[config.mk]
export PLATFORM = sky130hd
export DESIGN_NAME = fp_add_arb
export DESIGN_NICKNAME = d
export VERILOG_FILES = /design/src/rtl/fp_arb_pkg.sv /design/src/rtl/rr_arb.sv /design/src/rtl/fp_add_arb.sv
export SDC_FILE = /design/constraint.sdc
export NUM_CORES = 1
export LEC_CHECK = 0
export ABC_CLOCK_PERIOD_IN_PS = 10600
export CAP_MARGIN = 0
export CORE_AREA = 2 2 156 158
export CTS_CLUSTER_DIAMETER = 120
export CTS_CLUSTER_SIZE = 30
export DETAILED_ROUTE_END_ITERATION = 16
export DIE_AREA = 0 0 158 160
export GPL_TIMING_DRIVEN = 0
export HOLD_SLACK_MARGIN = 0.12
export PLACE_DENSITY = 0.65
export SLEW_MARGIN = 15
export SYNTH_ARGS = -nofsm -noshare
export SYNTH_HDL_FRONTEND = slang
export SYNTH_SLANG_ARGS = --single-unit
[constraint.sdc]
create_clock -name clk -period 10.6 [get_ports clk]
set_input_delay 2.12 -clock clk [delete_from_list [all_inputs] [get_ports clk]]
set_output_delay 2.12 -clock clk [all_outputs]
set_load 0.005 [all_outputs]
[src/rtl/fp_arb_pkg.sv]
// Shared constants and helpers for the fp_add arbiter slice.
package fp_arb_pkg;

    localparam int FPU_LAT      = 5;
    localparam int ISSUE_TO_RES = FPU_LAT + 2;

    function automatic int tag_w(input int n);
        return (n > 1) ? $clog2(n) : 1;
    endfunction

endpackage

[src/rtl/rr_arb.sv]
// Combinational round-robin pick: rotate so ptr+1 sits at bit 0, take the
// lowest set request, rotate the one-hot back.
module rr_arb
    import fp_arb_pkg::*;
#(
    parameter  int NREQ  = 4,
    localparam int TAG_W = tag_w(NREQ)
) (
    input  logic [NREQ-1:0]  req,
    input  logic [TAG_W-1:0] ptr,
    input  logic             en,
    output logic [NREQ-1:0]  gnt
);

    logic [TAG_W-1:0] sh;
    logic [NREQ-1:0]  rot_req;
    logic [NREQ-1:0]  rot_gnt;

    always_comb begin
        sh      = (ptr == TAG_W'(NREQ - 1)) ? '0 : ptr + TAG_W'(1);
        rot_req = NREQ'({req, req} >> sh);
        rot_gnt = rot_req & (~rot_req + NREQ'(1));
        // Right-shifting the doubled vector by NREQ-sh is a left rotate by sh.
        gnt     = en ? NREQ'({rot_gnt, rot_gnt} >> (NREQ - int'(sh))) : '0;
    end

endmodule

[src/rtl/fp_add_arb.sv]
// Shares one pipelined fp_add between NREQ requesters: round-robin issue,
// in-order tag FIFO, one-hot result steering back to the issuer.
module fp_add_arb
    import fp_arb_pkg::*;
#(
    parameter int DATA_W       = 32,
    parameter int NREQ         = 4,
    parameter int MAX_INFLIGHT = 8
) (
    input  logic                   clk,
    input  logic                   rst,
    input  logic [NREQ-1:0]        req,
    input  logic [NREQ*DATA_W-1:0] op_a_in,
    input  logic [NREQ*DATA_W-1:0] op_b_in,
    output logic [NREQ-1:0]        gnt,
    output logic                   fpu_start,
    output logic [DATA_W-1:0]      fpu_op_a,
    output logic [DATA_W-1:0]      fpu_op_b,
    input  logic                   fpu_done,
    input  logic [DATA_W-1:0]      fpu_res,
    output logic [NREQ-1:0]        res_valid,
    output logic [DATA_W-1:0]      res,
    output logic                   busy,
    output logic                   err
);

    localparam int TAG_W = tag_w(NREQ);
    localparam int AW    = tag_w(MAX_INFLIGHT);
    localparam int CNT_W = $clog2(MAX_INFLIGHT + 1);

    logic [TAG_W-1:0]  ptr_q, ptr_d, gnt_idx, pop_tag;
    logic [AW-1:0]     wr_q, rd_q;
    logic [CNT_W-1:0]  cnt_q, cnt_d;
    logic [TAG_W-1:0]  tag_mem_q [MAX_INFLIGHT];
    logic              issue_ok, grant, pop;
    logic              start_q, busy_q, err_q;
    logic [DATA_W-1:0] op_a_q, op_b_q, res_q;
    logic [NREQ-1:0]   rv_q, rv_d;

    assign issue_ok = (cnt_q < CNT_W'(MAX_INFLIGHT));
    assign grant    = |gnt;
    assign pop      = fpu_done && (cnt_q != '0);
    assign pop_tag  = tag_mem_q[rd_q];

    rr_arb #(.NREQ(NREQ)) u_rr_arb (
        .req (req),
        .ptr (ptr_q),
        .en  (issue_ok && !rst),
        .gnt (gnt)
    );

    always_comb begin
        gnt_idx = '0;
        for (int unsigned i = 0; i < NREQ; i++) begin
            if (gnt[i]) gnt_idx = TAG_W'(i);
        end
        ptr_d = grant ? gnt_idx : ptr_q;

        unique case ({grant, pop})
            2'b10:   cnt_d = cnt_q + CNT_W'(1);
            2'b01:   cnt_d = cnt_q - CNT_W'(1);
            default: cnt_d = cnt_q;
        endcase

        rv_d = '0;
        if (pop) rv_d[pop_tag] = 1'b1;
    end

    always_ff @(posedge clk or posedge rst) begin
        if (rst) begin
            ptr_q   <= TAG_W'(NREQ - 1);
            wr_q    <= '0;
            rd_q    <= '0;
            cnt_q   <= '0;
            start_q <= 1'b0;
            op_a_q  <= '0;
            op_b_q  <= '0;
            rv_q    <= '0;
            res_q   <= '0;
            busy_q  <= 1'b0;
            err_q   <= 1'b0;
        end else begin
            ptr_q   <= ptr_d;
            cnt_q   <= cnt_d;
            busy_q  <= (cnt_d != '0);
            start_q <= grant;
            rv_q    <= rv_d;
            if (grant) begin
                op_a_q <= op_a_in[gnt_idx*DATA_W +: DATA_W];
                op_b_q <= op_b_in[gnt_idx*DATA_W +: DATA_W];
                wr_q   <= wr_q + AW'(1);
            end
            if (pop) begin
                res_q <= fpu_res;
                rd_q  <= rd_q + AW'(1);
            end
            if (fpu_done && (cnt_q == '0)) err_q <= 1'b1;
        end
    end

    always_ff @(posedge clk) begin
        if (grant) tag_mem_q[wr_q] <= gnt_idx;
    end

    assign fpu_start = start_q;
    assign fpu_op_a  = op_a_q;
    assign fpu_op_b  = op_b_q;
    assign res_valid = rv_q;
    assign res       = res_q;
    assign busy      = busy_q;
    assign err       = err_q;

endmodule

**Word-level counts from Yosys, hierarchy flattened**

Memories as Yosys holds them, arrays and structs flattened.
Index checks and enable logic that the tools add are counted.
Widths: inputs -> output; s select.

- Add/sub/neg operators: 7
- $lt $le $gt $ge: 3
- Equal/unequal tests: 3
- Shift-type cells: 4
- Multiplexer cells: 11
- Bitwise gates (word level): 2
- Reduce and logical (&&, ||, !) cells: 9

Operators with widths:

| cell | number |
|---|---|
| $shiftx 128x8->32 | 2 |
| $shr 8x32->4 | 1 |
| $add 4x1->4 const B | 2 |
| $mux 4 | 2 |
| $pmux 4 s2 | 1 |
| $reduce_bool 4->1 | 2 |
| $shr 8x2->4 | 1 |
| $add 3x1->3 const B | 2 |
| $mux 2 | 3 |
| $and 4x4->4 | 1 |
| $eq 2x2->1 const B | 2 |
| $logic_and 1x1->1 | 4 |
| $logic_not 4->1 | 1 |
| $lt 4x4->1 const B | 1 |
| $mux 1 | 4 |
| $not 4->4 | 1 |
| $reduce_or 4->1 | 1 |
| $sub 3x2->4 const A | 1 |
| $sub 4x1->4 const B | 1 |
| $lt 2x3->1 const B | 1 |
| $add 2x1->2 const B | 1 |
| $demux 1 s2 | 1 |
| $eq 2x1->1 const B | 1 |
| $ge 2x1->1 const B | 1 |
| $logic_not 1->1 | 1 |

- Register bits: 115
- RAM bits: 16
- Bits of input ports: 295
- Output and inout port bits: 107
- Word-level logic and storage cells: 51
- Memories kept: 1

Memory list:

| name | words | width | rd ports | clocked after memory_dff | write ports | RTL line | source |
|---|---|---|---|---|---|---|---|
| tag_mem_q | 8 | 2 | 1 | 0 | 1 | fp_add_arb.sv:34 | `logic [TAG_W-1:0] tag_mem_q [MAX_INFLIGHT];` |

**Longest topological paths before layout**

- Word-level depth: 12
- Gate-level depth with buffers: 16
- Depth with buffers taken out: 13

**Modules after synthesis**

Synthesis repeated with hierarchy kept, for this count alone.

- Cells, all modules: 778
- Area total of the unflattened synthesis: 7129.3 µm²

By module, submodules not included:

| module | instances | cells an instance | area an instance (µm²) |
|---|---|---|---|
| fp_add_arb | 1 | 723 | 6770.2 |
| rr_arb | 1 | 55 | 359.1 |

**Least setup slack after synthesis**

No wires, ideal clock.

- Path kind: input port to output port
- Start point: input req[1]
- End point: output gnt[3]
- Arrival: 3.646 ns
- Required time: 8.480 ns
- Setup slack: 4.834 ns
- Cell stages on the path: 6
- Cell sequence: or4b_1 a221oi_1 o221ai_2 clkbuf_1 clkbuf_1 inv_1

- Longest elaborated chain between the ends: 6

RTL lines:

| element | RTL line | source |
|---|---|---|
| from (decl) | fp_add_arb.sv:12 | `input logic [NREQ-1:0] req,` |
| $shr 8x2->4 (*) | rr_arb.sv:21 | `rot_req = NREQ'({req, req} >> sh);` |
| $not 4->4 | rr_arb.sv:22 | `rot_gnt = rot_req & (~rot_req + NREQ'(1));` |
| $add 4x1->4 | rr_arb.sv:22 |  |
| $and 4x4->4 (*) | rr_arb.sv:22 |  |
| $shr 8x32->4 (*) | rr_arb.sv:24 | `gnt = en ? NREQ'({rot_gnt, rot_gnt} >> (NREQ - int'(sh))) : '0;` |
| $mux 4 (*) | rr_arb.sv:24 |  |
| to (decl) | fp_add_arb.sv:15 | `output logic [NREQ-1:0] gnt,` |

Mark *: on every way between the ends. The rest lies on a longest branch, timed or not.

**Final worst setup path**

- Start point: input req[0]
- End point: output gnt[2]

Same word-level chain as after synthesis.

==> impl_metrics.json <==
{
  "design_area_mm2": 0.0117,
  "critPathBufInv": 5,
  "synthDistinctLibCells": 55,
  "synth_area_leaders": "dfrtp_1 42%, mux2i_1 10%, a2bb2oi_1 8.4%",
  "post-cts-setup-buffers": 0,
  "path_cells": "clkdlybuf4s50_1 -> nand3b_1 -> a2111oi_0 -> o2111a_1 -> nor2_1 -> clkbuf_1 -> buf_1 -> inv_1 -> clkdlybuf4s50_1",
  "synthArstFlopShare_pct": 87.8,
  "route.detailed.drc": 0,
  "critPathTopFamily": "buffers and inverters",
  "start_util_pct": 28.1,
  "yosysTopAreaCell": "dfrtp_1",
  "cell_internal_pwr_mw": 1.99,
  "dieArea_mm2": 0.0253,
  "dp_hpwl_mm": 20.2,
  "synthFlopType": "dfrtp_1",
  "grt_max_degree": 67,
  "clockPowerShare_pct": 19.3,
  "utilization_pct": 49.2,
  "cts.htree.levels": 4,
  "gp_congestion": 0.822,
  "num_rows": 57,
  "drtAntennaViolNets": 0,
  "regArea_mm2": 0.00336,
  "multiInputGateArea_mm2": 0.00307,
  "synth_cells": 574,
  "use_met2_pct": 36.3,
  "tns_ns": 0,
  "path_common_cell": "clkdlybuf4s50_1",
  "cp_data_arrival_time_ns": 5.20,
  "final_common_cell": "clkdlybuf4s50_1",
  "period_minus_slack_ns": 7.32,
  "crit_path_max_incr_delay_ns": 0.63,
  "switchingPower_mw": 1.09,
  "clockBufferDepth": 2,
  "hold_viol": 0,
  "io_pins": 402,
  "p_comb_share_pct": 52.3,
  "hold_class": "flip-flop to flip-flop",
  "crit_path_end_kind": "output port",
  "synth_nets": 876,
  "wirelength_mm": 25.9,
  "yosysWarnings": 0,
  "max_freq_mhz": 137,
  "cts_tree": "built",
  "rsz0062_at_grt": "no",
  "clkSinkCount": 131,
  "vias": 6359,
  "drv_cap": 0,
  "dpl-instance-area_mm2": 0.0111,
  "first_pass_iters": 5,
  "via_per_inst": 4.77,
  "peakVddDrop_v": 0.0000986,
  "numCtsBuffers": 17,
  "cts.repair.resized": 0,
  "dr.first_iter.drc_count": 344,
  "wire_per_inst_um": 19.4,
  "final_cell_mix": "401 x clkdlybuf4s50_1, 113 x dfrtp_1, 107 x nand2_1",
  "reg2reg_setup_slack_ns": 6.35,
  "required_ns": 8.48,
  "finalCritPeriodShare_pct": 69.1,
  "power_mw": 3.08,
  "critPathKind": "input pin to output port",
  "met1_usage_pct": 23.7,
  "yosysSeqAreaShare_pct": 50.3,
  "grt_first_pass_wirelength_mm": 38.9,
  "portBuffers": 401,
  "cts_root_buf": "clkbuf_16",
  "synth_edf_count": 16,
  "critPathMaxFanout": 10,
  "swShare_pct": 35.5,
  "synth_seq_cells": 131,
  "grt_use_met3_pct": 6.49,
  "tightest_slew_ns": 0.851,
  "clkLatencyLatePin_ns": 0.42,
  "setup_viol": 0,
  "cp_slowest_cell": "clkdlybuf4s50_1",
  "synthDominantCellAreaShare_pct": 42.3,
  "grt_overflow": 0,
  "leakage_nw": 5.14,
  "netlist_area_mm2": 0.00669,
  "fillCellCount": 2245,
  "powerDensity_mw_per_mm2": 263,
  "coreArea_mm2": 0.0238,
  "antenna_found_initial": 1,
  "cp-start-kind": "input pin",
  "grt_pass1_vias": 6671,
  "hold_slack_ns": 0.458,
  "relSlewSlack_pct": 43.3,
  "avgSynthCellArea_um2": 11.6,
  "top_usage_layer": "met2",
  "drive_gt1_share_pct": 10.6,
  "die_h_um": 160,
  "area_growth_pct": 75.4,
  "grt_usage_pct": 20.4,
  "finalMaxSlewViolations": 0,
  "pwr-share-seq_pct": 28.4,
  "skew_ns": 0.00916,
  "path_clk_slew_ns": 0.06,
  "postCtsHoldBufs": 0,
  "die_w_um": 158,
  "num-nets-final": 1297,
  "status": "complete, no violations"
}
## registers in the layout, indices dropped and copies added (netlist names)
name,count
res,32
tag_mem_q,16
ptr_q,2
wr_q,3
fpu_op_a,32
err,1
fpu_op_b,32
rd_q,3
res_valid,4
cnt_q,4
busy,1
fpu_start,1
## cells by family after synthesis
logic type      Yosys count  synth area share [%]
compound gates          152                  21.9
xor+xnor                  6                 0.786
fa+ha+maj                 7                  1.42
buf+inv                  59                  3.89
flops                   131                  50.3
mux                      72                  11.5
simple gates            147                  10.2
## final cells by class
cell class	instances	area share, %
repair buffers	402	34.5
diodes	1	0.0213
clock buffers	17	3.63
clock inverters	15	1.37
multi-input cells	384	26.1
well taps	324	3.46
inverters	11	0.395
flip-flops and latches	131	28.7
plain buffers	48	1.87
## metrics by stage
step	worst slack, ns	cells
after floorplan	4.83	574
after global placement	3.22	1299
after detailed placement	3.23	1300
after CTS	3.23	1332
after global routing	3.02	1333
final	3.28	1333
## Yosys cell counts, drive strengths merged (2+ instances only)
master / number
nand2b: 2
mux4: 4
nor2b: 4
o221a: 64
or3: 2
or2: 2
nor3: 3
nand2: 107
o211a: 2
inv: 11
edfxtp: 16
a2bb2oi: 64
nor4b: 2
a21o: 2
and3: 2
buf: 23
nor2: 7
or4b: 2
or3b: 2
xor2: 2
a21oi: 2
clkbuf: 25
mux2i: 67
and4b: 3
dfstp: 2
xnor2: 4
ha: 6
nor4bb: 2
dfrtp: 113
o211ai: 2
o21ai: 7
## path summary, 6_finish.rpt
| kind | from | endpoint | cells past startpoint |
|---|---|---|---|
| max | req[0] | gnt[2] | 9 |
| min | err | err | 1 |
| max reg2reg | ptr_q[1] | busy | 16 |
| min reg2reg | err | err | 1 |
| max in group asynchronous | rst | ptr_q[1] | 3 |
| min in group asynchronous | rst | fpu_op_a[28] | 2 |
## layer usage
layer / part of all wire, % / vias up
met3: 7.0 / 22
met4: 1.7 / 0
met1: 40 / 3036
met2: 52 / 252
li1: - / 3049
met5: 0 / -
## power by group through the flow
stage	Clock [mW]	Combinational, mW	Sequential, mW
4_1_cts	0.611	1.64	0.875
6_report	0.595	1.61	0.874
2_1_floorplan	0	0.876	0.871
5_1_grt	0.630	1.76	0.902
3_5_place_dp	0	1.64	0.875
3_3_place_gp	0	1.61	0.876
(Power assumes the default switching activity.)
